File: src/rtl/systolic_c_out_serializer_if.sv
// Tile-in / serial-out bundle for the C result serializer.
// master = tile producer side, slave = serializer side.
interface systolic_c_out_serializer_if #(
  parameter int ROWS = 4,
  parameter int COLS = 4,
  parameter int ACCW = 32
);
  logic [ROWS*COLS*ACCW-1:0] c_in;
  logic                      c_valid;
  logic                      c_ready;
  logic                      C_out_serial_clk;
  logic                      C_out_serial_data;
  logic                      C_out_frame_sync;
  logic                      busy;
  logic                      done;

  modport master (
    output c_in, c_valid,
    input  c_ready, C_out_serial_clk, C_out_serial_data, C_out_frame_sync, busy, done
  );

  modport slave (
    input  c_in, c_valid,
    output c_ready, C_out_serial_clk, C_out_serial_data, C_out_frame_sync, busy, done
  );
endinterface

File: src/rtl/systolic_c_out_serializer.sv
// Serializes a ROWS x COLS tile of ACCW-bit results: sync period, row-major words LSB first, gap.
// Optional SER_PARITY_EN appends an even-parity period after every word.
module systolic_c_out_serializer #(
  parameter int ROWS    = 4,
  parameter int COLS    = 4,
  parameter int ACCW    = 32,
  parameter int CLK_DIV = 1
) (
  input logic                        clk,
  input logic                        rst,
  systolic_c_out_serializer_if.slave bus
);
  localparam int NW     = ROWS * COLS;
  localparam int TILE_W = NW * ACCW;
  localparam int DW     = (CLK_DIV > 1) ? $clog2(CLK_DIV) : 1;
  localparam int BW     = (ACCW > 1) ? $clog2(ACCW) : 1;
  localparam int WW     = (NW > 1) ? $clog2(NW) : 1;
  localparam logic [DW-1:0] DIV_LAST  = DW'(CLK_DIV - 1);
  localparam logic [BW-1:0] BIT_LAST  = BW'(ACCW - 1);
  localparam logic [WW-1:0] WORD_LAST = WW'(NW - 1);

  typedef enum logic [2:0] {
    S_IDLE, S_SYNC, S_DATA, S_PAR, S_GAP, S_DONE
  } state_t;

  state_t            state, state_nxt;
  logic [DW-1:0]     div_cnt;
  logic              sclk_r;
  logic [BW-1:0]     bit_cnt;
  logic [WW-1:0]     word_cnt;
  logic [TILE_W-1:0] shreg;
`ifdef SER_PARITY_EN
  logic              par_acc;
`endif

  logic in_frame, per_end, last_bit, last_word;

  assign in_frame  = (state == S_SYNC) || (state == S_DATA) ||
                     (state == S_PAR)  || (state == S_GAP);
  // A serial period ends on the edge that drops sclk; symbols advance only there.
  assign per_end   = in_frame && sclk_r && (div_cnt == DIV_LAST);
  assign last_bit  = (bit_cnt == BIT_LAST);
  assign last_word = (word_cnt == WORD_LAST);

  always_ff @(posedge clk) begin
    if (rst) state <= S_IDLE;
    else     state <= state_nxt;
  end

  always_comb begin
    state_nxt = state;
    case (state)
      S_IDLE: if (bus.c_valid) state_nxt = S_SYNC;
      S_SYNC: if (per_end) state_nxt = S_DATA;
      S_DATA: if (per_end && last_bit) begin
`ifdef SER_PARITY_EN
        state_nxt = S_PAR;
`else
        state_nxt = last_word ? S_GAP : S_DATA;
`endif
      end
      S_PAR:  if (per_end) state_nxt = last_word ? S_GAP : S_DATA;
      S_GAP:  if (per_end) state_nxt = S_DONE;
      S_DONE: state_nxt = S_IDLE;
      default: state_nxt = S_IDLE;
    endcase
  end

  always_comb begin
    bus.c_ready           = (state == S_IDLE);
    bus.busy              = in_frame;
    bus.done              = (state == S_DONE);
    bus.C_out_serial_clk  = sclk_r && in_frame;
    bus.C_out_frame_sync  = (state == S_SYNC);
    bus.C_out_serial_data = 1'b0;
    case (state)
      S_DATA: bus.C_out_serial_data = shreg[0];
`ifdef SER_PARITY_EN
      S_PAR:  bus.C_out_serial_data = par_acc;
`endif
      default: ;
    endcase
  end

  // Tile buffer doubles as the shift register: word 0 sits at the LSBs, so shifting
  // right by one per data period walks row-major words LSB first.
  always_ff @(posedge clk) begin
    if (rst) begin
      div_cnt  <= '0;
      sclk_r   <= 1'b0;
      bit_cnt  <= '0;
      word_cnt <= '0;
      shreg    <= '0;
`ifdef SER_PARITY_EN
      par_acc  <= 1'b0;
`endif
    end else if (state == S_IDLE) begin
      div_cnt  <= '0;
      sclk_r   <= 1'b0;
      bit_cnt  <= '0;
      word_cnt <= '0;
`ifdef SER_PARITY_EN
      par_acc  <= 1'b0;
`endif
      if (bus.c_valid) shreg <= bus.c_in;
    end else if (in_frame) begin
      if (div_cnt == DIV_LAST) begin
        div_cnt <= '0;
        sclk_r  <= ~sclk_r;
      end else begin
        div_cnt <= div_cnt + 1'b1;
      end
      if (per_end && state == S_DATA) begin
        shreg <= shreg >> 1;
`ifdef SER_PARITY_EN
        par_acc <= par_acc ^ shreg[0];
`endif
        if (last_bit) begin
          bit_cnt <= '0;
`ifndef SER_PARITY_EN
          word_cnt <= word_cnt + 1'b1;
`endif
        end else begin
          bit_cnt <= bit_cnt + 1'b1;
        end
      end
`ifdef SER_PARITY_EN
      if (per_end && state == S_PAR) begin
        par_acc  <= 1'b0;
        word_cnt <= word_cnt + 1'b1;
      end
`endif
    end
  end
endmodule

File: src/flat_wrapper.sv
// flat-port wrapper written by rule: the top's interface ports become plain ports
module systolic_c_out_serializer_flat 
#(
  parameter int ROWS    = 4,
  parameter int COLS    = 4,
  parameter int ACCW    = 32,
  parameter int CLK_DIV = 1
)
  (clk, rst, bus_c_in, bus_c_valid, bus_c_ready, bus_C_out_serial_clk, bus_C_out_serial_data, bus_C_out_frame_sync, bus_busy, bus_done);
  systolic_c_out_serializer_if #(.ROWS(ROWS), .COLS(COLS), .ACCW(ACCW)) bus_i ();
  input logic clk;
  input logic rst;
  input wire logic [$bits(bus_i.c_in)-1:0] bus_c_in;
  input wire logic [$bits(bus_i.c_valid)-1:0] bus_c_valid;
  output wire logic [$bits(bus_i.c_ready)-1:0] bus_c_ready;
  output wire logic [$bits(bus_i.C_out_serial_clk)-1:0] bus_C_out_serial_clk;
  output wire logic [$bits(bus_i.C_out_serial_data)-1:0] bus_C_out_serial_data;
  output wire logic [$bits(bus_i.C_out_frame_sync)-1:0] bus_C_out_frame_sync;
  output wire logic [$bits(bus_i.busy)-1:0] bus_busy;
  output wire logic [$bits(bus_i.done)-1:0] bus_done;
  assign bus_i.c_in = bus_c_in;
  assign bus_i.c_valid = bus_c_valid;
  assign bus_c_ready = bus_i.c_ready;
  assign bus_C_out_serial_clk = bus_i.C_out_serial_clk;
  assign bus_C_out_serial_data = bus_i.C_out_serial_data;
  assign bus_C_out_frame_sync = bus_i.C_out_frame_sync;
  assign bus_busy = bus_i.busy;
  assign bus_done = bus_i.done;
  systolic_c_out_serializer #(.ROWS(ROWS), .COLS(COLS), .ACCW(ACCW), .CLK_DIV(CLK_DIV)) u_core (.clk(clk), .rst(rst), .bus(bus_i));
endmodule
File: config.mk
export PLATFORM = sky130hd
export DESIGN_NAME = systolic_c_out_serializer_flat
export DESIGN_NICKNAME = d
export VERILOG_FILES = /design/src/rtl/systolic_c_out_serializer_if.sv /design/src/rtl/systolic_c_out_serializer.sv /design/src/flat_wrapper.sv
export SDC_FILE = /design/constraint.sdc
export NUM_CORES = 1
export LEC_CHECK = 0
export BUFFER_PORTS_ARGS = -buffer_cell sky130_fd_sc_hd__buf_2
export CAP_MARGIN = 20
export CORE_MARGIN = 4
export CORE_UTILIZATION = 40
export DETAILED_ROUTE_END_ITERATION = 10
export HOLD_SLACK_MARGIN = 0.03
export PLACE_DENSITY = 0.69
export SYNTH_ARGS = -nofsm -noshare
export SYNTH_HDL_FRONTEND = slang
export SYNTH_SLANG_ARGS = --single-unit
File: constraint.sdc
create_clock -name clk -period 1.7 [get_ports clk]
set_input_delay 0 -clock clk [delete_from_list [all_inputs] [get_ports clk]]
set_output_delay 0 -clock clk [all_outputs]
set_load 0.05 [all_outputs]
* Yosys cells after proc, flatten, opt, wreduce, memory -nomap -nowiden
Cells that the tools add are included.
Cells by class: eq/ne operators 12, multiplexer cells 14, add/sub/neg operators 3, reduce and logical (&&, ||, !) cells 16, bitwise operators 2
Operator list (count):
- $mux W512 | 4
- $mux W3 | 6
- $pmux W3 S5 | 1
- $eq A3 B2 Y1 const B | 2
- $eq A3 B3 Y1 const B | 2
- $ne A2 B1 Y1 const B | 3
- $reduce_and A3 Y1 | 2
- $add A5 B1 Y5 const B | 1
- $eq A5 B5 Y1 const B | 1
- $mux W5 | 1
- $reduce_and A5 Y1 | 1
- $add A4 B1 Y4 const B | 1
- $eq A4 B4 Y1 const B | 1
- $logic_and A1 B1 Y1 | 4
- $ne A2 B2 Y1 const B | 2
- $reduce_and A2 Y1 | 2
- $reduce_bool A2 Y1 | 2
- $eq A3 B1 Y1 const B | 1
- $logic_not A3 Y1 | 1
- $logic_or A1 B1 Y1 | 3
- $mux W1 | 2
- $not A1 Y1 | 2
- $reduce_or A2 Y1 | 1
- $add A1 B1 Y1 const B | 1
Storage, ports and cells: logic and storage cells 53, register bits after elaboration 526, input bits 515, output and inout port bits 6

* Depth between registers and ports, before layout
word-level depth 10, mapped depth 7, mapped depth without buffers 6

* Least setup slack after synthesis
Ideal clock, no wire load.
path kind register -> output, start reg u_core.state[1], end out bus_C_out_serial_clk, path slack -0.373 ns, arrival 2.073 ns, stages on the path, launching flop included 6, path through dfxtp_1 > buf_4 > buf_2 > nor2_1 > xnor2_1 > and2_1
Between the ends: longest elaborated chain between the ends 5
RTL lines:
- start, declared | line systolic_c_out_serializer.sv:26 | state_t state, state_nxt;
- start signal, assigned | line systolic_c_out_serializer.sv:47 | else state <= state_nxt;
- $eq A3 B1 Y1 / $eq A3 B2 Y1 (equally long branches) | line systolic_c_out_serializer.sv:38 | assign in_frame = (state == S_SYNC) || (state == S_DATA) ||
- $logic_or A1 B1 Y1 (2 in series) | line systolic_c_out_serializer.sv:38
- $logic_or A1 B1 Y1 * | line systolic_c_out_serializer.sv:39 | (state == S_PAR) || (state == S_GAP);
- net bus_busy | line flat_wrapper.sv:19 | output wire logic [$bits(bus_i.busy)-1:0] bus_busy;
- $logic_and A1 B1 Y1 * | line systolic_c_out_serializer.sv:73 | bus.C_out_serial_clk = sclk_r && in_frame;
- end, declared | line flat_wrapper.sv:16 | output wire logic [$bits(bus_i.C_out_serial_clk)-1:0] bus_C_out_serial_clk;
The timed path passes the listed nets; every way through them passes the cells marked *.

* Worst setup path in the final report
start reg u_core.state[1], end reg u_core.shreg[230]
Between the ends: longest elaborated chain between the ends 9
RTL lines:
- $eq A3 B1 Y1 / $eq A3 B2 Y1 (equally long branches) | line systolic_c_out_serializer.sv:38, systolic_c_out_serializer.sv:113
- $logic_or A1 B1 Y1 (2 in series) | line systolic_c_out_serializer.sv:38
- $logic_or A1 B1 Y1 | line systolic_c_out_serializer.sv:39
- $logic_and A1 B1 Y1 (2 in series) | line systolic_c_out_serializer.sv:41 | assign per_end = in_frame && sclk_r && (div_cnt == DIV_LAST);
- $logic_and A1 B1 Y1 | line systolic_c_out_serializer.sv:113 | if (per_end && state == S_DATA) begin
- $reduce_bool A2 Y1 (no line)
- $reduce_and A3 Y1 (no line)
- end signal, assigned | line systolic_c_out_serializer.sv:105 | if (bus.c_valid) shreg <= bus.c_in;
- end signal, assigned | line systolic_c_out_serializer.sv:114 | shreg <= shreg >> 1;
- end, declared | line systolic_c_out_serializer.sv:31 | logic [TILE_W-1:0] shreg;
Parallel ways exist; a longest one is shown, timed or not. A chain may end at the register's enable or synchronous reset.

==> flow_metrics.py <==
metrics = {
    "cts": {
        "root_buffer": "clkbuf_16",
        "cts_tree": "yes",
        "clock_sinks": 525,
        "cts_inserted_buffers": 58,
        "path_clk_slew_ns": 0.06,
        "h-tree-depth": 2,
        "cts_max_path_buffers": 3,
        "worstSkewPairLatency_ns": 0.61,
    },
    "power": {
        "switching_power_mw": 9.45,
        "switching_share_pct": 27.6,
        "leakagePower_nw": 15.0,
        "p_seq_share_pct": 41.3,
        "clkPwrFrac_pct": 39.3,
        "pwr-share-comb_pct": 19.4,
        "internal_power_mw": 24.8,
        "peakVddDrop_uv": 757,
        "powerDensity_nw_per_um2": 899,
    },
    "logic_synthesis": {
        "synth.net_count": 3629,
        "yosysTopAreaCell": "dfxtp_1",
        "synth_common_cells": "525 x dfxtp_1, 517 x a21oi_1, 515 x nor2_1",
        "yosys_most_used_dff": "dfxtp_1",
        "synth_top_family_by_area": "compound AO/OA/AOI/OAI gates",
        "synth_edf_count": 0,
        "syn_area_per_cell_um2": 8.40,
        "yosys_warnings": 0,
        "synth_top_area_share_pct": 40.2,
        "synth_mux_area_share_pct": 0.211,
        "synth_cell_types": 36,
        "synth_seq_area_share_pct": 40.2,
        "synth_compound_area_share_pct": 43.0,
        "synth-simple-area-share_pct": 8.13,
        "synth_area_um2": 26100,
        "synth_xor_area_share_pct": 0.153,
        "async_flop_share_pct": 0,
        "ys_ff_latch": 525,
        "synthCells": 3111,
        "synth_most_common_cell": "dfxtp_1",
        "synth_area_leaders": "dfxtp_1 40%, o2bb2ai_1 15%, a211oi_1 14%, a21oi_1 9.9%, nor2_1 7.4%",
        "synthAdderAreaFrac_pct": 0.144,
    },
    "die": {
        "io_pins": 521,
        "die_height_um": 264,
        "coreArea_um2": 64600,
        "die_area_um2": 69500,
        "die_w_um": 264,
        "rows": 93,
        "initial_core_util_pct": 40.4,
    },
    "critical_path": {
        "ff2ff_setup_slack_ns": -0.10,
        "required_ns": 2.19,
        "cp-startpoint": "u_core.state[1]$_SDFFE_PP0P_",
        "path_depth": 4,
        "path_buf_inv": 1,
        "rr_endpoint": "u_core.shreg[230]$_SDFFE_PP0P_",
        "end_kind": "flip-flop",
        "path_delay_family": "multiplexers",
        "path_class": "reg -> reg",
        "reg2reg_depth": 4,
        "cpMaxStageDelayCell": "mux2_8",
        "crit_fanout": 35,
        "cp_slowest_stage_delay_ns": 0.52,
        "rr_startpoint": "u_core.state[1]$_SDFFE_PP0P_",
        "crit_end": "u_core.shreg[230]$_SDFFE_PP0P_",
        "crit_path_cell_trace": "mux2_8, buf_4, a21oi_1, a211oi_1",
        "cp.arrival_ns": 2.29,
        "setup.worst_path.start_class": "flip-flop",
    },
    "global_routing": {
        "grt_pass1_wl_mm": 149,
        "busiest_layer": "met2",
        "antenna_found_initial": 10,
        "met1_usage_pct": 32.2,
        "overflow": 0,
        "grt_use_met3_pct": 4.75,
        "grt_max_degree": 92,
        "use_met2_pct": 41.0,
        "grt_pass1_vias": 28200,
        "grt_usage_pct": 25.4,
    },
    "timing": {
        "worst_slack_ns": -0.101,
        "fin_tns_setup_ns": -0.913,
        "rsz0062_at_grt": "yes",
        "worstMarginPinSlew_ns": 0.518,
        "slew_headroom_pct": 65.3,
        "period_share_pct": 106,
        "skew_ns": 0.0265,
        "finalHoldViolCount": 0,
        "finalMaxSlewViolations": 0,
        "setup_viol": 27,
        "fin_crit_ns": 1.80,
        "fmax_mhz": 555,
    },
    "final_layout": {
        "design_area_um2": 38100,
        "layout.nets": 4499,
        "drive_above_1_share_pct": 22.3,
        "areaGrowthSynthToFinish_pct": 45.8,
    },
    "run": {
        "maxCapViolations": 0,
    },
    "placed_design": {
        "post-dp-hpwl_mm": 52.2,
        "placed_area_um2": 29900,
        "portBuffers": 520,
        "gp_congestion": 0.820,
    },
    "drt": {
        "dr.pass1.iters": 6,
        "num_vias": 29300,
        "vias_per_cell": 5.98,
        "drcViolationCount": 0,
        "wl_mm": 98.5,
        "ant_nets": 0,
        "drtIter0Drc": 3528,
        "wl_per_cell_um": 20.1,
    },
    "outcome": {
        "status": "finished with violations",
        "violations": "negative setup slack",
    },
    "worst_hold_path": {
        "hold_class": "in -> reg",
    },
}
repair_timing:
action / 4_1_cts / 5_1_grt
hold endpoints to repair: 514 / 0
cloned: 1 / 11
buffers inserted: 4 / 12
resized for setup: 28 / 65
pin swaps: 5 / 22
endpoints found under the setup margin: 6 / 332
hold buffers: 514 / 0
final cells by class:
class | count | area (um^2)
Sequential cell | 525 | 10500
Fill cell | 5103 | 26500
Antenna cell | 13 | 32.5
Multi-Input combinational cell | 2108 | 13800
Timing Repair Buffer | 1219 | 10400
Clock inverter | 34 | 413
Clock buffer | 76 | 1650
Tap cell | 855 | 1070
Inverter | 69 | 262
worst min-delay path: stages:
cell and delay, ns:
dlygate4sd3_1 0.53, buf_2 0.13, and3_1 0.16, o21a_1 0.10
worst min path at each step:
stage	from	end	slack, ns	cells past startpoint
after floorplan	bus_c_in[511]	u_core.shreg[511]$_SDFFE_PP0P_	0.25	2
after global placement	bus_c_in[511]	u_core.shreg[511]$_SDFFE_PP0P_	0.38	3
after detailed placement	bus_c_in[511]	u_core.shreg[511]$_SDFFE_PP0P_	0.39	3
after CTS	bus_c_in[511]	u_core.shreg[511]$_SDFFE_PP0P_	0.27	4
after global routing	bus_c_in[511]	u_core.shreg[511]$_SDFFE_PP0P_	0.33	4
final	bus_c_in[511]	u_core.shreg[511]$_SDFFE_PP0P_	0.34	4
sequential cells by signal, summed over array words and instances, names as in the netlist:
name / cells
u_core.state: 3
u_core.shreg: 512
u_core.sclk_r: 1
u_core.bit_cnt: 5
u_core.word_cnt: 4
placed cells by master, fill, tap and decap left out, types with 3 or more instances in the layout:
| cell | netlist | final |
|---|---|---|
| or3_1 | 7 | 6 |
| buf_4 | 30 | 96 |
| nor3_1 | 3 | 3 |
| mux2i_1 | 4 | 4 |
| nor2_2 | 1 | 3 |
| inv_6 | 0 | 3 |
| dfxtp_1 | 525 | 521 |
| o21ai_0 | 6 | 6 |
| nor2_1 | 515 | 510 |
| and3_1 | 4 | 4 |
| o2bb2ai_2 | 0 | 4 |
| clkbuf_1 | 240 | 6 |
| a21oi_1 | 517 | 517 |
| buf_2 | 129 | 512 |
| o2bb2ai_1 | 449 | 445 |
| ha_1 | 3 | 3 |
| nor2_4 | 0 | 3 |
| buf_16 | 0 | 13 |
| nand3_1 | 6 | 6 |
| clkinv_2 | 0 | 18 |
| clkbuf_16 | 0 | 70 |
| buf_6 | 6 | 14 |
| buf_8 | 0 | 5 |
| inv_1 | 69 | 68 |
| bufinv_16 | 0 | 8 |
| a211oi_2 | 38 | 67 |
| a211oi_1 | 474 | 445 |
| buf_12 | 0 | 53 |
| diode_2 | 0 | 13 |
| a32o_1 | 62 | 62 |
| dlygate4sd3_1 | 0 | 514 |
| clkbuf_8 | 0 | 11 |
| dfxtp_2 | 0 | 3 |
power groups by stage:
stage          clock, mW  combinational [mW]  sequential, mW
5_1_grt             14.2                7.19            14.3
3_3_place_gp           0                5.22            14.3
4_1_cts             13.7                6.27            14.1
3_5_place_dp           0                5.30            14.4
2_1_floorplan          0                3.69            14.2
6_report            13.5                6.64            14.2
kinds of logic (layout without fill, tap and decap cells):
logic type                 Yosys count  in the layout
AOI/OAI and AO/OA                 1551           1551
and+or+nand+nor                    546            546
adders and majority gates            3              3
buffers and inverters              478           1398
other                                0             13
muxes                                5              5
xor gates and xnor gates             3              3
DFF                                525            525
per-stage QoR:
step	util, %	setup slack [ns]	hold WS (ns)	power, mW	cells
final	59.0	-0.101	0.338	34.3	4899
after global routing	59.0	-0.124	0.334	35.7	4896
after CTS	57.8	-0.0887	0.274	34.1	4863
after detailed placement	46.3	0.0201	0.390	19.7	4234
after global placement	46.3	0.0713	0.379	19.6	4234
after floorplan	-	-0.0294	0.251	17.9	3111
layer usage:
layer / vias to the layer above / wire length [um]
li1: 13500 / -
met1: 13700 / 39500
met2: 1710 / 45700
met3: 446 / 7590
met4: 0 / 5770
met5: - / 0
No activity file was read; power rests on OpenSTA's default activity.
